**src/rtl/sdram_pkg.sv**
```systemverilog
// Shared SDRAM definitions: command encodings {cs_n,ras_n,cas_n,we_n}, arbiter states, default widths.
package sdram_pkg;

  localparam int ADDR_W_DEF = 13;
  localparam int BA_W_DEF   = 2;
  localparam int DATA_W_DEF = 16;

  localparam logic [3:0] CMD_NOP          = 4'b0111;
  localparam logic [3:0] CMD_PRECHARGE    = 4'b0010;
  localparam logic [3:0] CMD_AUTO_REFRESH = 4'b0001;
  localparam logic [3:0] CMD_ACTIVE       = 4'b0011;
  localparam logic [3:0] CMD_WRITE        = 4'b0100;
  localparam logic [3:0] CMD_READ         = 4'b0101;
  localparam logic [3:0] CMD_LOAD_MODE    = 4'b0000;

  localparam logic [2:0] ST_INIT  = 3'd0;
  localparam logic [2:0] ST_ARBIT = 3'd1;
  localparam logic [2:0] ST_AREF  = 3'd2;
  localparam logic [2:0] ST_WRITE = 3'd3;
  localparam logic [2:0] ST_READ  = 3'd4;

endpackage

```
**src/rtl/sdram_arbit.sv**
```systemverilog
// Grants one sequencer at a time (refresh > write > read) and muxes its command onto the SDRAM pins.
// Latency: grant one cycle after request; pin mux is combinational. Backpressure: none, requests wait in ARBIT until granted.
module sdram_arbit
  import sdram_pkg::*;
#(
  parameter int ADDR_W      = ADDR_W_DEF,
  parameter int BA_W        = BA_W_DEF,
  parameter int DATA_W      = DATA_W_DEF,
  parameter int REF_TIMEOUT = 700
) (
  input  logic              sys_clk,
  input  logic              sys_rst,
  input  logic              init_end,
  input  logic [3:0]        init_cmd,
  input  logic [BA_W-1:0]   init_ba,
  input  logic [ADDR_W-1:0] init_addr,
  input  logic              a_ref_req,
  input  logic              a_ref_end,
  input  logic [3:0]        a_ref_cmd,
  input  logic [BA_W-1:0]   a_ref_ba,
  input  logic [ADDR_W-1:0] a_ref_addr,
  input  logic              wr_req,
  input  logic              wr_end,
  input  logic [3:0]        wr_cmd,
  input  logic [BA_W-1:0]   wr_ba,
  input  logic [ADDR_W-1:0] wr_addr,
  input  logic              wr_sdram_en,
  input  logic [DATA_W-1:0] wr_sdram_data,
  input  logic              rd_req,
  input  logic              rd_end,
  input  logic [3:0]        rd_cmd,
  input  logic [BA_W-1:0]   rd_ba,
  input  logic [ADDR_W-1:0] rd_addr,
  output logic              a_ref_en,
  output logic              wr_en,
  output logic              rd_en,
  output logic              sdram_cke,
  output logic              sdram_cs_n,
  output logic              sdram_ras_n,
  output logic              sdram_cas_n,
  output logic              sdram_we_n,
  output logic [BA_W-1:0]   sdram_ba,
  output logic [ADDR_W-1:0] sdram_addr,
  output logic [DATA_W-1:0] sdram_dq_out,
  output logic              sdram_dq_oe,
  output logic              ref_overrun
);

  localparam logic [9:0] REF_LIM = 10'(REF_TIMEOUT);

  logic [2:0]        state, state_nxt;
  logic [3:0]        cmd_sel;
  logic [BA_W-1:0]   ba_sel;
  logic [ADDR_W-1:0] addr_sel;
  logic [9:0]        ref_cnt, ref_cnt_nxt;

  always_comb begin
    state_nxt = state;
    case (state)
      ST_INIT:  if (init_end) state_nxt = ST_ARBIT;
      ST_ARBIT: begin
        if (a_ref_req)   state_nxt = ST_AREF;
        else if (wr_req) state_nxt = ST_WRITE;
        else if (rd_req) state_nxt = ST_READ;
      end
      ST_AREF:  if (a_ref_end) state_nxt = ST_ARBIT;
      ST_WRITE: if (wr_end)    state_nxt = ST_ARBIT;
      ST_READ:  if (rd_end)    state_nxt = ST_ARBIT;
      default:  state_nxt = ST_INIT;
    endcase
  end

  always_ff @(posedge sys_clk or posedge sys_rst) begin
    if (sys_rst) state <= ST_INIT;
    else         state <= state_nxt;
  end

  assign a_ref_en = (state == ST_AREF);
  assign wr_en    = (state == ST_WRITE);
  assign rd_en    = (state == ST_READ);

  // Pins follow the granted sequencer with no register stage; idle arbitration drives NOP.
  always_comb begin
    cmd_sel  = CMD_NOP;
    ba_sel   = '1;
    addr_sel = '1;
    case (state)
      ST_INIT:  begin cmd_sel = init_cmd;  ba_sel = init_ba;  addr_sel = init_addr;  end
      ST_AREF:  begin cmd_sel = a_ref_cmd; ba_sel = a_ref_ba; addr_sel = a_ref_addr; end
      ST_WRITE: begin cmd_sel = wr_cmd;    ba_sel = wr_ba;    addr_sel = wr_addr;    end
      ST_READ:  begin cmd_sel = rd_cmd;    ba_sel = rd_ba;    addr_sel = rd_addr;    end
      default:  ;
    endcase
  end

  assign {sdram_cs_n, sdram_ras_n, sdram_cas_n, sdram_we_n} = cmd_sel;
  assign sdram_ba     = ba_sel;
  assign sdram_addr   = addr_sel;
  assign sdram_cke    = ~sys_rst;
  assign sdram_dq_oe  = (state == ST_WRITE) & wr_sdram_en;
  assign sdram_dq_out = sdram_dq_oe ? wr_sdram_data : '0;

  // Watchdog: counts cycles a refresh request waits unserved; overrun is sticky until reset.
  always_comb begin
    ref_cnt_nxt = ref_cnt;
    if (!a_ref_req || state == ST_AREF) ref_cnt_nxt = '0;
    else if (ref_cnt != '1)             ref_cnt_nxt = ref_cnt + 10'd1;
  end

  always_ff @(posedge sys_clk or posedge sys_rst) begin
    if (sys_rst) begin
      ref_cnt     <= '0;
      ref_overrun <= 1'b0;
    end else begin
      ref_cnt <= ref_cnt_nxt;
      if (ref_cnt_nxt == REF_LIM) ref_overrun <= 1'b1;
    end
  end

endmodule
```
**config.mk**
```make
export PLATFORM = sky130hd
export DESIGN_NAME = sdram_arbit
export DESIGN_NICKNAME = d
export VERILOG_FILES = /design/src/rtl/sdram_pkg.sv /design/src/rtl/sdram_arbit.sv
export SDC_FILE = /design/constraint.sdc
export NUM_CORES = 1
export LEC_CHECK = 0
export CORE_MARGIN = 2
export CORE_UTILIZATION = 29
export DETAILED_ROUTE_END_ITERATION = 10
export GPL_TIMING_DRIVEN = 1
export PLACE_DENSITY_LB_ADDON = 0.3
export SYNTH_ARGS = -nofsm -noshare
export SYNTH_HDL_FRONTEND = slang
export SYNTH_SLANG_ARGS = --single-unit
export TNS_END_PERCENT = 30
```
**constraint.sdc**
```tcl
create_clock -name sys_clk -period 1.8 [get_ports sys_clk]
set_input_delay 0.18 -clock sys_clk [delete_from_list [all_inputs] [get_ports sys_clk]]
set_output_delay 0.18 -clock sys_clk [all_outputs]
set_load 0.01 [all_outputs]
```
-- Word level (Yosys, flattened, before mapping)
Cells that the tools add are included.
- bits in registers: 14
- word-level logic and storage cells: 35
- output and inout port bits: 41
- mux-type cells: 14
- bitwise gates (word level): 2
- $add $sub $neg: 1
- equality and inequality tests: 11
- reduce and logical (&&, ||, !) cells: 4
- operators by type and width (operator ; number):
    $pmux 13 s4 ; 1
    $mux 3 ; 7
    $mux 10 ; 2
    $mux 16 ; 1
    $pmux 4 s4 ; 1
    $pmux 3 s5 ; 1
    $add 10x1->10 const B ; 1
    $eq 10x10->1 const B ; 1
    $ne 10x10->1 const B ; 1
    $ne 2x2->1 const B ; 4
    $pmux 2 s4 ; 1
    $eq 3x2->1 const B ; 2
    $reduce_and 5->1 ; 1
    $ne 4x4->1 const B ; 1
    $eq 3x1->1 const B ; 1
    $eq 3x3->1 const B ; 1
    $logic_not 3->1 ; 1
    $and 1x1->1 ; 1
    $logic_not 1->1 ; 1
    $logic_or 1x1->1 ; 1
    $not 1->1 ; 1

-- Longest topological paths before layout
Gate-level depths: netlist of run 1.
- depth after elaboration: 4
- mapped depth: 8
- gate-level depth less buffers: 6

-- Least setup slack after synthesis of run 1
OpenSTA, ideal clock, no wires.
- kind: flip-flop to flip-flop
- start point: register ref_cnt[1]
- end point: register ref_overrun
- setup time: 66 ps
- path buffers: 1
- stages on the path, launching flop included: 8
- clock period less this slack: 1966 ps
- path slack: -166 ps
- required time: 1734 ps
- arrival: 1900 ps
- cell sequence: dfrtp_1 > ha_1 > buf_6 > and3_1 > a311o_1 > a32o_1 > a221oi_2 > a41o_1
- longest elaborated chain between the ends: 4
- elaborated cells on any way between the ends: 5
- classes of those cells: 1 x add/sub; 2 x eq/ne; 2 x mux
- RTL lines (item ; line ; RTL):
    start, declared ; sdram_arbit.sv:55 ; logic [9:0] ref_cnt, ref_cnt_nxt;
    start signal, assigned ; sdram_arbit.sv:115 ; ref_cnt <= ref_cnt_nxt;
    $add 10x1->10 or $ne 10x10->1 (tied branches) ; sdram_arbit.sv:107 ; else if (ref_cnt != '1) ref_cnt_nxt = ref_cnt + 10'd1;
    $mux 10 * ; sdram_arbit.sv:107 ;
    $mux 10 * ; sdram_arbit.sv:106 ; if (!a_ref_req || state == ST_AREF) ref_cnt_nxt = '0;
    $eq 10x10->1 * ; sdram_arbit.sv:116 ; if (ref_cnt_nxt == REF_LIM) ref_overrun <= 1'b1;
    end signal, assigned ; sdram_arbit.sv:113 ; ref_overrun <= 1'b0;
    end signal, assigned ; sdram_arbit.sv:116 ;
    end, declared ; sdram_arbit.sv:46 ; output logic ref_overrun
Mark *: on every way between the ends. The rest lies on a longest branch, timed or not.
A chain may end at the register's enable or synchronous reset.

-- Worst setup path after layout of run 1
- start point: register state[1]
- end point: output port sdram_addr[12]
- longest elaborated chain between the ends: 2
- elaborated cells on any way between the ends: 5
- classes of those cells: 3 x eq/ne; 1 x mux; 1 x reduce/logical
- RTL lines (item ; line ; RTL):
    start, declared ; sdram_arbit.sv:51 ; logic [2:0] state, state_nxt;
    start signal, assigned ; sdram_arbit.sv:75 ; else state <= state_nxt;
    $eq 3x3->1 (tied with other cells) ; sdram_arbit.sv:87 ; case (state)
    $pmux 13 s4 * ; sdram_arbit.sv:87 ;
    end, declared ; sdram_arbit.sv:43 ; output logic [ADDR_W-1:0] sdram_addr,
Marked as above.

==> reports/metrics.yaml, run 1 <==
synthesis.nets: 304
fin_area_um2: 3550
timing.final.ws_setup_ps: -106
clkPwrFrac: 0.084
pre_cts_ws_ps: -132
antenna_found_initial: 0
ant_nets: 0
drive_gt1_frac: 0.304
netSwitchingFraction: 0.404
dpl-instance-area_um2: 3320
share_comb_of_total_power: 0.799
run_status: "finished, violations left"
multi_input_area_um2: 1280
relSlewSlack: 0.817
synth_cell_type_count: 52
path_cells: "buf_6 > buf_12 > mux2_4 > o22a_1 > o22a_1 > buf_2"
grt_pass1_wl_mm: 11.3
path_delay_family: "flip-flops"
routed.top_layer: "met4"
ys.flop_type: "dfrtp_1"
clock-skew-final_ps: 0.949
wl_met1_mm: 2.86
ys_ff_latch: 14
tritoncts: "yes"
wl_met3_um: 521
slew_viol_final: 0
syn2layout_area_growth_pct: 111
max-cap-violations: 0
grt_max_degree: 24
firstDrtPassIters: 4
rsz0062_at_grt: "yes"
worstHoldPathType: "input port to asynchronous set/reset pin"
track_usage: 0.220
ir_drop_uv: 688
cellPowerDensity_nw_per_um2: 1070
finalCriticalPeriod_ps: 1910
root_buffer: "clkbuf_8"
max_clock_freq_ghz: 0.525
row_count: 27
ys_async_sr_fraction: 1.00
p_leak_nw: 1.54
syn_area_um2: 1680
worstMarginPinSlew_ps: 273
die_height_um: 80.2
critPathKind: "register to output port"
dr_wl_met2_mm: 3.76
io_buffers: 142
synth_area_per_cell_um2: 8.38
cts_buffer_depth: 2
critical_path_arrival_ps: 1730
via_per_inst: 5.27
cp-end-kind: "output port"
cts.sink_count: 14
cpPeakStageDelay_ps: 430
crit_top_cell: "o22a_1"
drcViolationCount: 0
drt_iter0_markers: 75
synth_edf_count: 0
gp_congestion: 0.896
required_ps: 1620
power.internal_mw: 2.27
placed_cells: 420
fin_util: 0.637
wl_per_cell_um: 16.4
hold_ws_ps: 329
postCtsHoldBufs: 0
num-fill-cells: 487
grt_pass1_vias: 2459
stdcell_count: 441
gr-total-overflow: 0
vias: 2323
totalWireLength_mm: 7.23
cts.clk_slew.worst_paths_ps: 60
initial_core_util: 0.302
cp_max_fo: 8
hold_viol_final: 0
finalSetupViolations: 30
final_nets: 473
area.sequential_um2: 353
ios: 143
die_area_um2: 6430
antennaDiodeCount: 0
cts_htree_levels: 1
finalCritPeriodShare: 1.06
clk_latency_ps: 250
die_width_um: 80.2
slowest_stage: "dfrtp_2"
synth_warnings: 0
worst_setup_path_start_kind: "register"
path_buf_inv: 3
synth_seq_area_share: 0.208
power.switching_mw: 1.54
seqPwrFrac: 0.117
core_um2: 5570
dpl.hpwl_mm: 5.32
synth_cells: 201
numCtsBuffers: 3
violations: "setup timing"
area by class of cell:
| type | count | area share |
|---|---|---|
| clock buffers | 4 | 0.0155 |
| well taps | 72 | 0.0254 |
| repair buffers | 186 | 0.493 |
| inverters | 6 | 0.00635 |
| flip-flops and latches | 14 | 0.0994 |
| multi-input cells | 159 | 0.360 |
Yosys cell counts, types with 5 or more instances:
cell type	instances	share of area
clkbuf_1	10	0.022
nor2_1	10	0.022
a21oi_1	10	0.030
nor3_1	5	0.015
nand2_1	10	0.022
mux2_1	8	0.053
buf_2	5	0.015
o22a_1	35	0.18
dfrtp_1	14	0.21
a31oi_1	6	0.022
mux2i_1	5	0.030
and3_1	19	0.071
mux2_2	9	0.060
path summary, 6_finish.rpt:
check                       startpoint             end  slack [ps]  cells after the start
max                           state[1]  sdram_addr[12]        -110                      6
min                            sys_rst      ref_cnt[7]         330                      3
max reg2reg                   state[1]        state[0]         -70                      8
min reg2reg                ref_overrun     ref_overrun         480                      1
max in group asynchronous      sys_rst        state[1]        1280                      3
min in group sys_clk       ref_overrun     ref_overrun         480                      1
registers in the layout, indices dropped and copies added, names as in the netlist:
| signal | cells |
|---|---|
| ref_overrun | 1 |
| ref_cnt | 10 |
| state | 3 |
power by group through the flow:
stage	Sequential (mW)	Combinational, mW	Clock, mW
2_1_floorplan	0.408	1.49	0
3_3_place_gp	0.422	2.79	0
3_5_place_dp	0.424	2.81	0
4_1_cts	0.428	2.98	0.316
5_1_grt	0.453	3.28	0.337
6_report	0.446	3.04	0.321
routing by layer:
metal / vias to the layer above / GRT usage
li1: 1117 / -
met4: 0 / 0.0373
met3: 10 / 0.0652
met5: - / 0
met2: 81 / 0.409
met1: 1115 / 0.250
logic make-up (layout without fill, tap and decap cells):
logic type / Yosys count / in the layout / synth area share
AOI/OAI and AO/OA: 70 / 70 / 0.329
and+or+nand+nor: 63 / 63 / 0.215
buffers and inverters: 28 / 196 / 0.0817
muxes: 22 / 22 / 0.143
DFF: 14 / 14 / 0.208
xor gates and xnor gates: 3 / 3 / 0.0156
adders and majority gates: 1 / 1 / 0.00743
worst register-to-register path: stages, from the launching register on:
cell	delay, ps
dfrtp_2	430
buf_6	140
buf_8	130
buf_4	130
buf_4	130
or4b_1	530
o221ai_2	90
o21bai_1	140
nand2_1	60
cells in the final DEF (no fill, tap or decap), types with 4 or more instances in the layout:
cell type	netlist	routed
nand2_1	10	8
nor2_1	10	8
mux2i_1	5	5
o22a_1	35	35
buf_6	3	11
and3_1	19	18
clkdlybuf4s15_2	0	7
buf_2	5	16
mux2_4	0	5
a31oi_1	6	6
buf_4	1	31
mux2_2	9	9
a21oi_1	10	10
clkbuf_8	0	4
nor3_1	5	4
dfrtp_1	14	12
clkdlybuf4s50_1	0	103
dlygate4sd2_1	0	9
metrics by stage:
| step | setup TNS (ps) | power [mW] |
|---|---|---|
| after floorplan | -73.7 | 1.90 |
| after global placement | -1520 | 3.21 |
| after detailed placement | -2030 | 3.24 |
| after CTS | -2240 | 3.72 |
| after global routing | -3440 | 4.07 |
| final | -1480 | 3.81 |
timing repair:
action | 4_1_cts | 5_1_grt
endpoints found under the setup margin | 40 | 41
buffers inserted | 12 | 3
gates cloned | 2 | 2
resized for setup | 134 | 19
pin swaps | 15 | 11
Power figures use the tool's default switching activity.
==> run 2: changes to the inputs <==
Settings changed: GPL_ROUTABILITY_DRIVEN from default to 1, SLEW_MARGIN from default to 20.
==> results of run 2 <==
No change in the layout: final DEF, timing and power equal those of run 1.
